`src/rtl/instr_pkg.sv`:
```
// Shared instruction-field definitions used by the encoder, the decoder and the bench.
package instr_pkg;

  typedef enum logic [1:0] {
    CLS_DP  = 2'b00,
    CLS_MEM = 2'b01,
    CLS_BR  = 2'b10,
    CLS_ILL = 2'b11
  } instr_class_e;

  localparam logic [3:0] CMD_AND = 4'b0000;
  localparam logic [3:0] CMD_SUB = 4'b0010;
  localparam logic [3:0] CMD_ADD = 4'b0100;
  localparam logic [3:0] CMD_TST = 4'b1000;
  localparam logic [3:0] CMD_CMP = 4'b1010;
  localparam logic [3:0] CMD_CMN = 4'b1011;
  localparam logic [3:0] CMD_ORR = 4'b1100;

  // Bit-field positions of the 32-bit instruction word
  localparam int COND_LSB = 28;
  localparam int OP_LSB   = 26;
  localparam int I_BIT    = 25;
  localparam int OPC_LSB  = 21;
  localparam int S_BIT    = 20;
  localparam int RN_LSB   = 16;
  localparam int RD_LSB   = 12;

  localparam logic [3:0] MEM_PUBW = 4'b1100;  // pre-index, up, word, no writeback
  localparam logic [3:0] BR_OP    = 4'b1010;

  function automatic logic dp_cmd_legal(input logic [3:0] cmd);
    return (cmd == CMD_AND) || (cmd == CMD_SUB) || (cmd == CMD_ADD) ||
           (cmd == CMD_ORR) || (cmd == CMD_TST) || (cmd == CMD_CMP) ||
           (cmd == CMD_CMN);
  endfunction

  // Compare-only commands have no destination and always set flags
  function automatic logic dp_is_compare(input logic [3:0] cmd);
    return (cmd == CMD_TST) || (cmd == CMD_CMP) || (cmd == CMD_CMN);
  endfunction

endpackage

```
`src/rtl/instr_encoder_if.sv`:
```
// Descriptor handshake between a program generator (master) and the encoder (slave).
interface instr_encoder_if;
  logic        in_valid;
  logic        in_ready;
  logic [1:0]  in_class;
  logic [3:0]  in_cmd;
  logic        in_s;
  logic [3:0]  in_cond;
  logic [3:0]  in_rn;
  logic [3:0]  in_rd;
  logic [3:0]  in_rm;
  logic        in_imm_en;
  logic [23:0] in_imm;
  logic        in_load;

  modport master (
    output in_valid, in_class, in_cmd, in_s, in_cond, in_rn, in_rd, in_rm,
           in_imm_en, in_imm, in_load,
    input  in_ready
  );

  modport slave (
    input  in_valid, in_class, in_cmd, in_s, in_cond, in_rn, in_rd, in_rm,
           in_imm_en, in_imm, in_load,
    output in_ready
  );
endinterface

```
`src/rtl/instr_pack.sv`:
```
// Combinational packer: field-level descriptor to 32-bit instruction word plus legal flag.
module instr_pack
  import instr_pkg::*;
(
  input  logic [1:0]  cls,
  input  logic [3:0]  cmd,
  input  logic        s,
  input  logic [3:0]  cond,
  input  logic [3:0]  rn,
  input  logic [3:0]  rd,
  input  logic [3:0]  rm,
  input  logic        imm_en,
  input  logic [23:0] imm,
  input  logic        load,
  output logic [31:0] word,
  output logic        legal
);

  // Field assembly per instruction class
  always_comb begin
    word  = '0;
    legal = 1'b0;
    word[COND_LSB +: 4] = cond;
    case (instr_class_e'(cls))
      CLS_DP: begin
        legal              = dp_cmd_legal(cmd);
        word[OP_LSB +: 2]  = 2'b00;
        word[I_BIT]        = imm_en;
        word[OPC_LSB +: 4] = cmd;
        word[S_BIT]        = s | dp_is_compare(cmd);
        word[RN_LSB +: 4]  = rn;
        word[RD_LSB +: 4]  = dp_is_compare(cmd) ? 4'h0 : rd;
        word[11:0]         = imm_en ? {4'h0, imm[7:0]} : {8'h00, rm};
      end
      CLS_MEM: begin
        legal              = 1'b1;
        word[OP_LSB +: 2]  = 2'b01;
        word[I_BIT]        = ~imm_en;
        word[OPC_LSB +: 4] = MEM_PUBW;
        word[S_BIT]        = load;
        word[RN_LSB +: 4]  = rn;
        word[RD_LSB +: 4]  = rd;
        word[11:0]         = imm_en ? imm[11:0] : {8'h00, rm};
      end
      CLS_BR: begin
        legal        = 1'b1;
        word[27:24]  = BR_OP;
        word[23:0]   = imm;
      end
      default: begin
        legal = 1'b0;
      end
    endcase
  end

endmodule

```
`src/rtl/instr_encoder.sv`:
```
// Instruction encoder: accepts descriptors, packs them and streams words into
// instruction memory at consecutive addresses until DEPTH words are written.
//
//   state   | meaning
//   --------+-----------------------------------------------------------
//   ST_RUN  | accepting descriptors, one write per accepted legal one
//   ST_FULL | DEPTH words written, descriptors ignored until clear/reset
module instr_encoder
  import instr_pkg::*;
#(
  parameter int          DEPTH     = 64,
  parameter logic [31:0] BASE_ADDR = 32'h0
) (
  input  logic            clk,
  input  logic            reset_n,
  instr_encoder_if.slave  desc,
  input  logic            clear,
  output logic            imem_we,
  output logic [31:0]     imem_addr,
  output logic [31:0]     imem_wdata,
  output logic [15:0]     words_written,
  output logic            full,
  output logic            err_illegal
);

  typedef enum logic {ST_RUN, ST_FULL} state_e;

  localparam logic [15:0] DEPTH_W = 16'(DEPTH);

  state_e      state;
  logic [31:0] next_addr;
  logic [31:0] pack_word;
  logic        pack_legal;
  logic        accept;

  instr_pack u_pack (
    .cls    (desc.in_class),
    .cmd    (desc.in_cmd),
    .s      (desc.in_s),
    .cond   (desc.in_cond),
    .rn     (desc.in_rn),
    .rd     (desc.in_rd),
    .rm     (desc.in_rm),
    .imm_en (desc.in_imm_en),
    .imm    (desc.in_imm),
    .load   (desc.in_load),
    .word   (pack_word),
    .legal  (pack_legal)
  );

  assign accept = desc.in_valid & desc.in_ready & (state == ST_RUN);

  // Fill FSM with registered write port, counters and status
  always_ff @(posedge clk or negedge reset_n) begin
    if (!reset_n) begin
      state         <= ST_RUN;
      desc.in_ready <= 1'b0;
      imem_we       <= 1'b0;
      imem_addr     <= BASE_ADDR;
      imem_wdata    <= '0;
      next_addr     <= BASE_ADDR;
      words_written <= '0;
      full          <= 1'b0;
      err_illegal   <= 1'b0;
    end else begin
      imem_we <= 1'b0;
      if (clear) begin
        state         <= ST_RUN;
        desc.in_ready <= 1'b1;
        imem_addr     <= BASE_ADDR;
        next_addr     <= BASE_ADDR;
        words_written <= '0;
        full          <= 1'b0;
        err_illegal   <= 1'b0;
      end else begin
        case (state)
          ST_RUN: begin
            desc.in_ready <= 1'b1;
            if (accept) begin
              if (pack_legal) begin
                imem_we       <= 1'b1;
                imem_addr     <= next_addr;
                imem_wdata    <= pack_word;
                next_addr     <= next_addr + 32'd4;
                words_written <= words_written + 16'd1;
                if (words_written + 16'd1 == DEPTH_W) begin
                  full          <= 1'b1;
                  state         <= ST_FULL;
                  desc.in_ready <= 1'b0;
                end
              end else begin
                err_illegal <= 1'b1;
              end
            end
          end
          ST_FULL: begin
            desc.in_ready <= 1'b0;
          end
          default: begin
            state         <= ST_RUN;
            desc.in_ready <= 1'b0;
          end
        endcase
      end
    end
  end

endmodule
```
`src/flat_wrapper.sv`:
```
// flat-port wrapper written by rule: the top's interface ports become plain ports
module instr_encoder_flat import instr_pkg::*;
#(
  parameter int          DEPTH     = 64,
  parameter logic [31:0] BASE_ADDR = 32'h0
)
  (clk, reset_n, clear, imem_we, imem_addr, imem_wdata, words_written, full, err_illegal, desc_in_valid, desc_in_class, desc_in_cmd, desc_in_s, desc_in_cond, desc_in_rn, desc_in_rd, desc_in_rm, desc_in_imm_en, desc_in_imm, desc_in_load, desc_in_ready);
  instr_encoder_if desc_i ();
  input  logic clk;
  input  logic reset_n;
  input  logic clear;
  output logic imem_we;
  output logic [31:0] imem_addr;
  output logic [31:0] imem_wdata;
  output logic [15:0] words_written;
  output logic full;
  output logic err_illegal;
  input wire logic [$bits(desc_i.in_valid)-1:0] desc_in_valid;
  input wire logic [$bits(desc_i.in_class)-1:0] desc_in_class;
  input wire logic [$bits(desc_i.in_cmd)-1:0] desc_in_cmd;
  input wire logic [$bits(desc_i.in_s)-1:0] desc_in_s;
  input wire logic [$bits(desc_i.in_cond)-1:0] desc_in_cond;
  input wire logic [$bits(desc_i.in_rn)-1:0] desc_in_rn;
  input wire logic [$bits(desc_i.in_rd)-1:0] desc_in_rd;
  input wire logic [$bits(desc_i.in_rm)-1:0] desc_in_rm;
  input wire logic [$bits(desc_i.in_imm_en)-1:0] desc_in_imm_en;
  input wire logic [$bits(desc_i.in_imm)-1:0] desc_in_imm;
  input wire logic [$bits(desc_i.in_load)-1:0] desc_in_load;
  output wire logic [$bits(desc_i.in_ready)-1:0] desc_in_ready;
  assign desc_i.in_valid = desc_in_valid;
  assign desc_i.in_class = desc_in_class;
  assign desc_i.in_cmd = desc_in_cmd;
  assign desc_i.in_s = desc_in_s;
  assign desc_i.in_cond = desc_in_cond;
  assign desc_i.in_rn = desc_in_rn;
  assign desc_i.in_rd = desc_in_rd;
  assign desc_i.in_rm = desc_in_rm;
  assign desc_i.in_imm_en = desc_in_imm_en;
  assign desc_i.in_imm = desc_in_imm;
  assign desc_i.in_load = desc_in_load;
  assign desc_in_ready = desc_i.in_ready;
  instr_encoder #(.DEPTH(DEPTH), .BASE_ADDR(BASE_ADDR)) u_core (.clk(clk), .reset_n(reset_n), .desc(desc_i), .clear(clear), .imem_we(imem_we), .imem_addr(imem_addr), .imem_wdata(imem_wdata), .words_written(words_written), .full(full), .err_illegal(err_illegal));
endmodule
```
`config.mk`:
```
export PLATFORM = sky130hd
export DESIGN_NAME = instr_encoder_flat
export DESIGN_NICKNAME = d
export VERILOG_FILES = /design/src/rtl/instr_pkg.sv /design/src/rtl/instr_encoder_if.sv /design/src/rtl/instr_pack.sv /design/src/rtl/instr_encoder.sv /design/src/flat_wrapper.sv
export SDC_FILE = /design/constraint.sdc
export NUM_CORES = 1
export LEC_CHECK = 0
export BUFFER_PORTS_ARGS = -buffer_cell sky130_fd_sc_hd__clkbuf_2
export CAP_MARGIN = 25
export CORE_ASPECT_RATIO = 1.1
export CORE_UTILIZATION = 30
export DETAILED_ROUTE_END_ITERATION = 7
export GPL_ROUTABILITY_DRIVEN = 0
export SYNTH_ARGS = -nofsm -noshare
export SYNTH_HDL_FRONTEND = slang
export SYNTH_HIERARCHICAL = 1
export SYNTH_SLANG_ARGS = --single-unit
```
`constraint.sdc`:
```
create_clock -name clk -period 2.9 [get_ports clk]
set_input_delay 0.58 -clock clk [delete_from_list [all_inputs] [get_ports clk]]
set_output_delay 0.58 -clock clk [all_outputs]
set_load 0.05 [all_outputs]
```
==> out/results.tsv, run 1 <==
metric	value	unit
cap_violations	0	
drt_wl_total	13.8	mm
syn_area_per_cell	9.78	um2
mostFrequentLayoutCells	clkbuf_2 (135), dfrtp_1 (114), nand2_1 (83), nor2_1 (61), a21oi_1 (52)	
initial_core_util	30.7	%
grt_pass1_wl	22.8	mm
finalCritPeriodShare	84.9	%
critPathCaptureType	flop	
area_delta_synth_final	27.1	%
drive_above_1_share	32.0	%
path_max_fanout	5	
core	18400	um2
pwr-share-clk	43.7	%
tritoncts	done	
ff2ff_path_depth	6	
placed_cells	939	
die_y	146	um
slew_viol_final	0	
cts-hold-fix-buffers	0	
cp.required	3200	ps
seqPwrFrac	38.2	%
status	complete, no violations	
cp-start-kind	input pin	
internal_power	3.20	mW
synth_edf_count	0	
synthDistinctLibCells	50	
crit_top_cell	inv_1	
skew	8.41	ps
ir_worst_vdd	385	uV
numPortBuffers	136	
hold_violations	0	
dp_hpwl	9.52	mm
arrival	2760	ps
ys_ff_latch	114	
grt_overflow_total	0	
period_needed	2460	ps
cp_top_family	simple AND/OR/NAND/NOR gates	
worst_pin_slew	525	ps
rsz0062_at_grt	false	
drc	0	
combPwrFrac	18.1	%
crit_cells	12	
ios	137	
fp.dieW	133	um
power	4.59	mW
cts_root_buf	clkbuf_16	
nets	775	
drt-wirelength-per-cell	14.2	um
tns	0	ps
cp_slowest_cell	nor3_1	
yosys_warnings	6	
leakagePower	3.24	nW
grt_max_degree	50	
switching_share	30.2	%
final_common_cell	clkbuf_2	
clockBufferDepth	2	
drtPass1Iterations	4	
power_density	637	nW/um2
die_area	19400	um2
crit_buf_inv	4	
ant_nets	0	
diodes	0	
max_stage_delay	470	ps
slew_headroom	64.9	%
path_cells	clkbuf_2, inv_1, ha_1, inv_1, a221o_1, a21oi_1, buf_4, nand4b_1, nor3_1, nand3_1, xor2_1, nor2_1	
clock_sinks	114	
cts.repair.resized	0	
worstSkewPairLatency	420	ps
syn_inst	579	
syn_area	5660	um2
vias_per_cell	4.80	
cts_buffers	17	
hp-class	in -> async	
antenna_found_initial	0	
cts_setup_buffers	0	
syn-num-nets	639	
place_area	6630	um2
finalSetupViolations	0	
num_vias	4663	
r2r_slack	490	ps
htreeDepth	4	
groute.usage.overall	14.8	%
drtIter0Drc	180	
regToRegEndpoint	u_core/desc.in_ready	
reg2reg_from	u_core/words_written[0]	
instances_no_fill	971	
fmax	0.406	GHz
grt_pass1_vias	4491	
ys_seq_area_share	50.4	%
p_switching	1.38	mW
postLayoutCoreUtil	39.1	%
path_class	in -> reg	
clk_pin_slew	50	ps
fp-row-count	52	
synth_ff_type	dfrtp_1	
fin_area	7190	um2
synth-async-reset-ratio	100	%
==> area by class of cell <==
class	count	area (um2)
Timing Repair Buffer	157	878
Clock inverter	11	113
Sequential cell	114	2850
Inverter	20	75.1
Multi-Input combinational cell	405	2520
Fill cell	1898	11200
Tap cell	243	304
Clock buffer	21	450
==> synth_stat cells, types with 2 or more instances <==
cell type,number,area [um2]
ha_1,7,87.6
a31oi_1,2,12.5
nand4b_1,3,26.3
dfrtp_1,114,2850
or3_1,4,25.0
a211oi_1,5,37.5
and2_1,9,56.3
and3_1,3,18.8
or3_2,2,15.0
nor3_1,19,95.1
nand4_1,10,62.6
mux2_2,36,405
xnor2_1,28,245
a31o_2,2,17.5
a22oi_2,4,50.1
mux2i_1,2,20.0
o32ai_1,2,17.5
nor4_1,6,37.5
buf_4,7,52.6
nand3_1,13,65.1
xor2_1,12,105
o21ai_0,8,40.0
a21oi_1,52,260
clkbuf_1,21,78.8
a221o_1,2,20.0
nand2_1,83,312
nor2_1,62,233
buf_1,2,7.51
a22oi_1,6,45.0
o32a_1,2,20.0
and4_1,5,43.8
inv_1,20,75.1
buf_2,5,25.0
buf_6,5,56.3
==> routing by layer <==
metal / up-vias / track usage, % / wire, um
met3: 17 / 3.75 / 775
met1: 2249 / 18.4 / 6230
li1: 2259 / - / -
met4: 0 / 5.80 / 193
met2: 138 / 24.5 / 6560
met5: - / 0 / 0
==> power groups by stage <==
stage / clock, mW / combinational, mW / sequential [mW]
2_1_floorplan: 0 / 0.220 / 2.14
3_3_place_gp: 0 / 0.835 / 1.78
3_5_place_dp: 0 / 0.841 / 1.78
6_report: 2.00 / 0.831 / 1.75
4_1_cts: 2.07 / 0.842 / 1.75
5_1_grt: 2.15 / 0.880 / 1.77
==> logic make-up after synthesis <==
family,count (synthesis),share of synthesized area (%)
buffers and inverters,60,5.22
multiplexers,38,7.51
XOR/XNOR,40,6.19
adder cells (fa/ha/maj),7,1.55
AND/OR/NAND/NOR,227,18.7
AO/OA/AOI/OAI,93,10.5
flip-flops,114,50.4
==> worst register-to-register path, stage by stage (launching register included) <==
cell and delay [ps]:
dfrtp_1 480, ha_1 260, nand3_1 310, nor4_1 350, a211oi_1 120, or3_2 480
o32a_1 290
==> per-stage QoR <==
step / hold slack, ps / worst slack [ps]
3_3_place_gp: 480 / 58.1
5_1_grt: 138 / 259
2_1_floorplan: 284 / 5.62
3_5_place_dp: 495 / 14.6
6_report: 119 / 437
4_1_cts: 118 / 445
==> worst max-delay path by stage <==
stage / slack [ps] / endpoint / from
final: 440 / u_core/words_written[13] / desc_in_class[0]
after global routing: 260 / u_core/words_written[9] / desc_in_class[0]
after CTS: 440 / u_core/imem_wdata[15] / desc_in_class[0]
after detailed placement: 10 / u_core/imem_wdata[15] / desc_in_class[0]
after global placement: 60 / u_core/imem_wdata[31] / desc_in_class[0]
after floorplan: 6 / u_core/next_addr[26] / desc_in_class[0]
==> flip-flops by register name (all words and copies together), names as in the netlist <==
| signal | cells |
|---|---|
| u_core/next_addr | 30 |
| u_core/desc.in_ready | 1 |
| u_core/imem_addr | 31 |
| u_core/state | 1 |
| u_core/err_illegal | 1 |
| u_core/imem_we | 1 |
| u_core/words_written | 16 |
| u_core/imem_wdata | 32 |
| u_core/full | 1 |
Note: power is estimated with default switching activity, not from simulation.
==> inputs of run 2 (changes only) <==
==> constraint.sdc (replaced) <==
create_clock -name clk -period 2.17 [get_ports clk]
set_input_delay 0.434 -clock clk [delete_from_list [all_inputs] [get_ports clk]]
set_output_delay 0.434 -clock clk [all_outputs]
set_load 0.05 [all_outputs]
==> out/results.tsv, run 2 (same netlist as run 1, synthesis figures left out) <==
metric	value	unit	change
status	complete, but fails checks		was complete, no violations
violations	setup timing		
drt_wl_total	14.7	mm	was 13.8 mm
grt_max_degree	60		was 50
num_vias	4762		was 4663
slew_viol_final	0		unchanged
ios	137		unchanged
initial_core_util	30.7	%	unchanged
tns	-41.7	ps	was 0 ps
path_max_fanout	4		was 5
cp-start-kind	flop		was input pin
cap_violations	0		unchanged
path_class	reg -> reg		was in -> reg
grt_pass1_wl	23.9	mm	was 22.8 mm
tritoncts	done		unchanged
core	18400	um2	unchanged
vias_per_cell	4.75		was 4.80
ir_worst_vdd	609	uV	was 385 uV
worstSkewPairLatency	410	ps	was 420 ps
instances_no_fill	1002		was 971
ant_nets	0		unchanged
critPathCaptureType	flop		unchanged
drt-wirelength-per-cell	14.7	um	was 14.2 um
clock_sinks	114		unchanged
top_register	u_core/imem_wdata		unchanged
fill_cells	1814		was 1898
arrival	2500	ps	was 2760 ps
area_delta_synth_final	40.4	%	was 27.1%
drtIter0Drc	178		was 180
antenna_found_initial	0		unchanged
power	6.73	mW	was 4.59 mW
drtPass1Iterations	4		unchanged
dp_hpwl	10.5	mm	was 9.52 mm
hold_violations	0		unchanged
worst_pin_slew	457	ps	was 525 ps
placed_cells	966		was 939
nets	807		was 775
drive_above_1_share	40.1	%	was 32.0%
cts_buffers	17		unchanged
drc	0		unchanged
die_y	146	um	unchanged
power_density	847	nW/um2	was 637 nW/um2
fp-row-count	52		unchanged
cts_root_buf	clkbuf_16		unchanged
htreeDepth	4		unchanged
leakagePower	3.60	nW	was 3.24 nW
largest_reg_flops	32		unchanged
fmax	0.452	GHz	
finalSetupViolations	1		was 0
clockBufferDepth	2		unchanged
finalCritPeriodShare	102	%	
fp.dieW	133	um	unchanged
period_needed	2210	ps	
mostFrequentLayoutCells	clkbuf_2 (132), dfrtp_1 (103), nand2_1 (83), nor2_1 (59), a21oi_1 (50)		was clkbuf_2 (135), dfrtp_1 (114), nand2_1 (83), nor2_1 (61), a21oi_1 (52)
r2r_slack	-40	ps	was 490 ps
slew_headroom	69.5	%	was 64.9%
hp-class	in -> reg		was in -> async
skew	11.5	ps	was 8.41 ps
rsz0062_at_grt	true		was false
post-place-ws	-458	ps	was 14.6 ps
diodes	0		unchanged
numPortBuffers	136		unchanged
final_common_cell	clkbuf_2		unchanged
grt_pass1_vias	4759		was 4491
clk_pin_slew	50	ps	about the same
groute.usage.overall	15.6	%	was 14.8%
cp.required	2450	ps	was 3200 ps
die_area	19400	um2	unchanged
grt_overflow_total	0		unchanged
top_regs	u_core/imem_wdata (32), u_core/imem_addr (31), u_core/next_addr (30)		unchanged
worst_slack	-41.7	ps	was 437 ps
-- run 2: through the flow --
step	hold WS, ps	util [%]	area (um2)
after floorplan	138	-	6040
after global placement	303	38.8	7140
after CTS	236	42.5	7830
final	259	43.2	7950
after global routing	237	43.2	7950
after detailed placement	302	38.8	7140
-- run 2: area by class of cell --
cell class              instances  area (um2)  area share (%)
well taps                     243         304            3.83
multi-input cells             405        2850            35.9
clock inverters                10         206            2.60
flip-flops and latches        114        2870            36.1
repair buffers                189        1170            14.8
inverters                      20        93.8            1.18
clock buffers                  21         450            5.67
-- run 2: timing repair --
item / CTS / global route
setup endpoints to repair: 3 / 52
gates resized for setup: 3 / 22
hold buffers: 1 / 0
pin swaps: 2 / 14
cloned: 0 / 0
buffers inserted: 0 / 4
endpoints found under the hold margin: 11 / 0
-- run 2: metal layers --
metal  vias up  global-route usage (%)  wire length [um]
met5         -                       0                 0
met4         0                    5.92               189
met3        16                    3.61               709
met2       128                    25.4              7100
met1      2295                    20.0              6710
li1       2323                       -                 -
-- run 2: path summary, 6_finish.rpt --
path                                           endpoint  depth (start not counted)                    start
min in group asynchronous       u_core/words_written[9]                          2                  reset_n
worst min-delay path              u_core/imem_wdata[29]                          2          desc_in_cond[1]
max in group asynchronous       u_core/words_written[0]                          3                  reset_n
worst max-delay path               u_core/desc.in_ready                          5  u_core/words_written[0]
worst max register to register     u_core/desc.in_ready                          5  u_core/words_written[0]
worst min register to register       u_core/err_illegal                          2       u_core/err_illegal
-- run 2: critical path: stages, from the launching register on --
cell and delay, ps:
dfrtp_4 530, a2111oi_4 320, a31oi_1 70, or4b_1 530
a221o_1 340, o32a_1 300
-- run 2: report_power, final --
part / switching [mW] / leakage [nW] / internal (mW)
clock network: 0.967 / 0.317 / 2.17
logic: 0.826 / 1.75 / 0.408
registers: 0.0871 / 1.53 / 2.27
total: 1.88 / 3.60 / 4.85
==> inputs of run 3 (changes only) <==
--- a/config.mk
+++ b/config.mk
@@ -11,6 +11,7 @@
 export CORE_UTILIZATION = 30
 export DETAILED_ROUTE_END_ITERATION = 7
 export GPL_ROUTABILITY_DRIVEN = 0
+export REMOVE_ABC_BUFFERS = 1
 export SYNTH_ARGS = -nofsm -noshare
 export SYNTH_HDL_FRONTEND = slang
 export SYNTH_HIERARCHICAL = 1
==> out/results.tsv, run 3 (same netlist as run 1, synthesis figures left out) <==
metric	value	unit	change
status	complete, no violations		was complete, but fails checks
power_density	788	nW/um2	was 847 nW/um2
clockBufferDepth	2		unchanged
largest_reg_flops	32		unchanged
dp_hpwl	10.3	mm	was 10.5 mm
worst_pin_slew	460	ps	was 457 ps
groute.usage.overall	15.5	%	was 15.6%
fp-row-count	52		unchanged
drive_above_1_share	37.5	%	was 40.1%
slew_headroom	69.3	%	was 69.5%
grt_pass1_wl	24.0	mm	was 23.9 mm
fill_cells	1796		was 1814
arrival	2430	ps	was 2500 ps
ant_nets	0		unchanged
skew	7.85	ps	was 11.5 ps
max_stage_delay	300	ps	was 530 ps
initial_core_util	30.7	%	unchanged
path_cells	buf_8, inv_4, ha_4, inv_2, a221o_1, a21oi_2, buf_4, nand4b_1, buf_4, nor2_4, buf_12, clkbuf_16, mux2_4		was a2111oi_4, a31oi_1, or4b_1, a221o_1, o32a_1
diodes	0		unchanged
post-place-ws	-530	ps	was -458 ps
cts_buffers	17		unchanged
worstSkewPairLatency	410	ps	about the same
vias_per_cell	4.78		was 4.75
num_vias	4838		was 4762
numPortBuffers	136		unchanged
drt_wl_total	15.5	mm	was 14.7 mm
cap_violations	0		unchanged
htreeDepth	4		unchanged
die_area	19400	um2	unchanged
clk_pin_slew	50	ps	about the same
clock_sinks	114		unchanged
tritoncts	done		unchanged
leakagePower	3.59	nW	was 3.60 nW
area_delta_synth_final	38.9	%	was 40.4%
grt_max_degree	53		was 60
postLayoutCoreUtil	42.7	%	was 43.2%
drtPass1Iterations	4		unchanged
fmax	0.466	GHz	was 0.452 GHz
drtIter0Drc	179		was 178
slew_viol_final	0		unchanged
cp.required	2460	ps	was 2450 ps
grt_overflow_total	0		unchanged
hp-class	in -> reg		unchanged
drt-wirelength-per-cell	15.3	um	was 14.7 um
grt_pass1_vias	4710		was 4759
ir_worst_vdd	533	uV	was 609 uV
cts_root_buf	clkbuf_16		unchanged
finalSetupViolations	0		was 1
critPathCaptureType	flop		unchanged
power	6.20	mW	was 6.73 mW
period_needed	2150	ps	was 2210 ps
mostFrequentLayoutCells	clkbuf_2 (132), dfrtp_1 (112), nand2_1 (83), nor2_1 (60), a21oi_1 (51)		was clkbuf_2 (132), dfrtp_1 (103), nand2_1 (83), nor2_1 (59), a21oi_1 (50)
drc	0		unchanged
hold_violations	0		unchanged
rsz0062_at_grt	true		unchanged
crit_top_cell	buf_4		
antenna_found_initial	0		unchanged
worst_slack	23.9	ps	was -41.7 ps
path_max_fanout	8		was 4
cp_slowest_cell	mux2_4		was dfrtp_4
nets	818		was 807
final_common_cell	clkbuf_2		unchanged
wl_met2	7.55	mm	was 7.10 mm
ios	137		unchanged
top_register	u_core/imem_wdata		unchanged
fp.dieW	133	um	unchanged
wl_met3	826	um	was 709 um
die_y	146	um	unchanged
cp-start-kind	input pin		was flop
top_regs	u_core/imem_wdata (32), u_core/imem_addr (31), u_core/next_addr (30)		unchanged
drt-met1-wl	7.05	mm	was 6.71 mm
path_class	in -> reg		was reg -> reg
core	18400	um2	unchanged
highest_layer	met4		unchanged
finalCritPeriodShare	98.9	%	was 102%
-- run 3: cell types whose count changed in the layout (fill, tap and decap cells not counted), moves of 3 or more --
cell / before / now
nor3_2: 8 / 4
nor3_4: 3 / 0
clkinv_2: 2 / 5
bufinv_16: 6 / 1
dfrtp_2: 10 / 2
dfrtp_1: 103 / 112
nor3_1: 9 / 16
clkbuf_16: 17 / 20
buf_4: 44 / 50
-- run 3: final timing paths --
kind | startpoint | endpoint | slack (ps) | cells after the start
hold / removal | desc_in_cond[3] | u_core/imem_wdata[31] | 260 | 2
hold reg to reg | u_core/imem_wdata[20] | u_core/imem_wdata[20] | 510 | 1
setup / recovery | desc_in_class[1] | u_core/imem_wdata[9] | 20 | 13
min in group asynchronous | reset_n | u_core/words_written[12] | 540 | 2
setup reg to reg | u_core/words_written[1] | u_core/desc.in_ready | 30 | 5
max in group asynchronous | reset_n | u_core/words_written[1] | 970 | 3
-- run 3: final cells by class --
cell class                 instances  area (um2)  area share [%]
inverter                          20        80.1            1.02
clock inverter                     6        55.1           0.700
timing repair buffer             200        1330            17.0
multi-input combinational        405        2750            35.0
tap                              243         304            3.87
sequential                       114        2860            36.3
clock buffer                      25         485            6.18
-- run 3: per-stage QoR --
step	std cells	setup TNS [ps]	hold slack (ps)	cell area, um2
2_1_floorplan	539	-145920	138	5440
6_report	1013	0	257	7860
5_1_grt	1013	-535	243	7860
3_3_place_gp	971	-34900	415	6880
4_1_cts	1003	0	237	7470
3_5_place_dp	971	-35590	418	6880
-- run 3: power by group --
group | internal [mW] | switching (mW) | leakage (nW)
Combinational | 0.433 | 0.842 | 1.77
Clock | 1.65 | 0.927 | 0.271
Sequential | 2.27 | 0.0799 | 1.55
-- run 3: layer usage --
layer	global-route usage, %	vias up
li1	-	2342
met1	19.5	2334
met2	26.1	147
met3	3.89	15
met4	4.71	0
met5	0	-
-- run 3: timing repair --
action | 4_1_cts | 5_1_grt
endpoints found under the hold margin | 29 | 0
buffers inserted | 0 | 5
resized for setup | 7 | 61
pin swaps | 2 | 7
hold buffers | 1 | 0
gates cloned | 0 | 5
setup endpoints to repair | 15 | 75
-- run 3: worst max-delay path, delay by kind of cell --
kind | cells | cell delay (ps)
muxes | 1 | 300
AOI/OAI and AO/OA | 2 | 450
adders and majority gates | 1 | 140
buffers and inverters | 7 | 840
and+or+nand+nor | 2 | 260
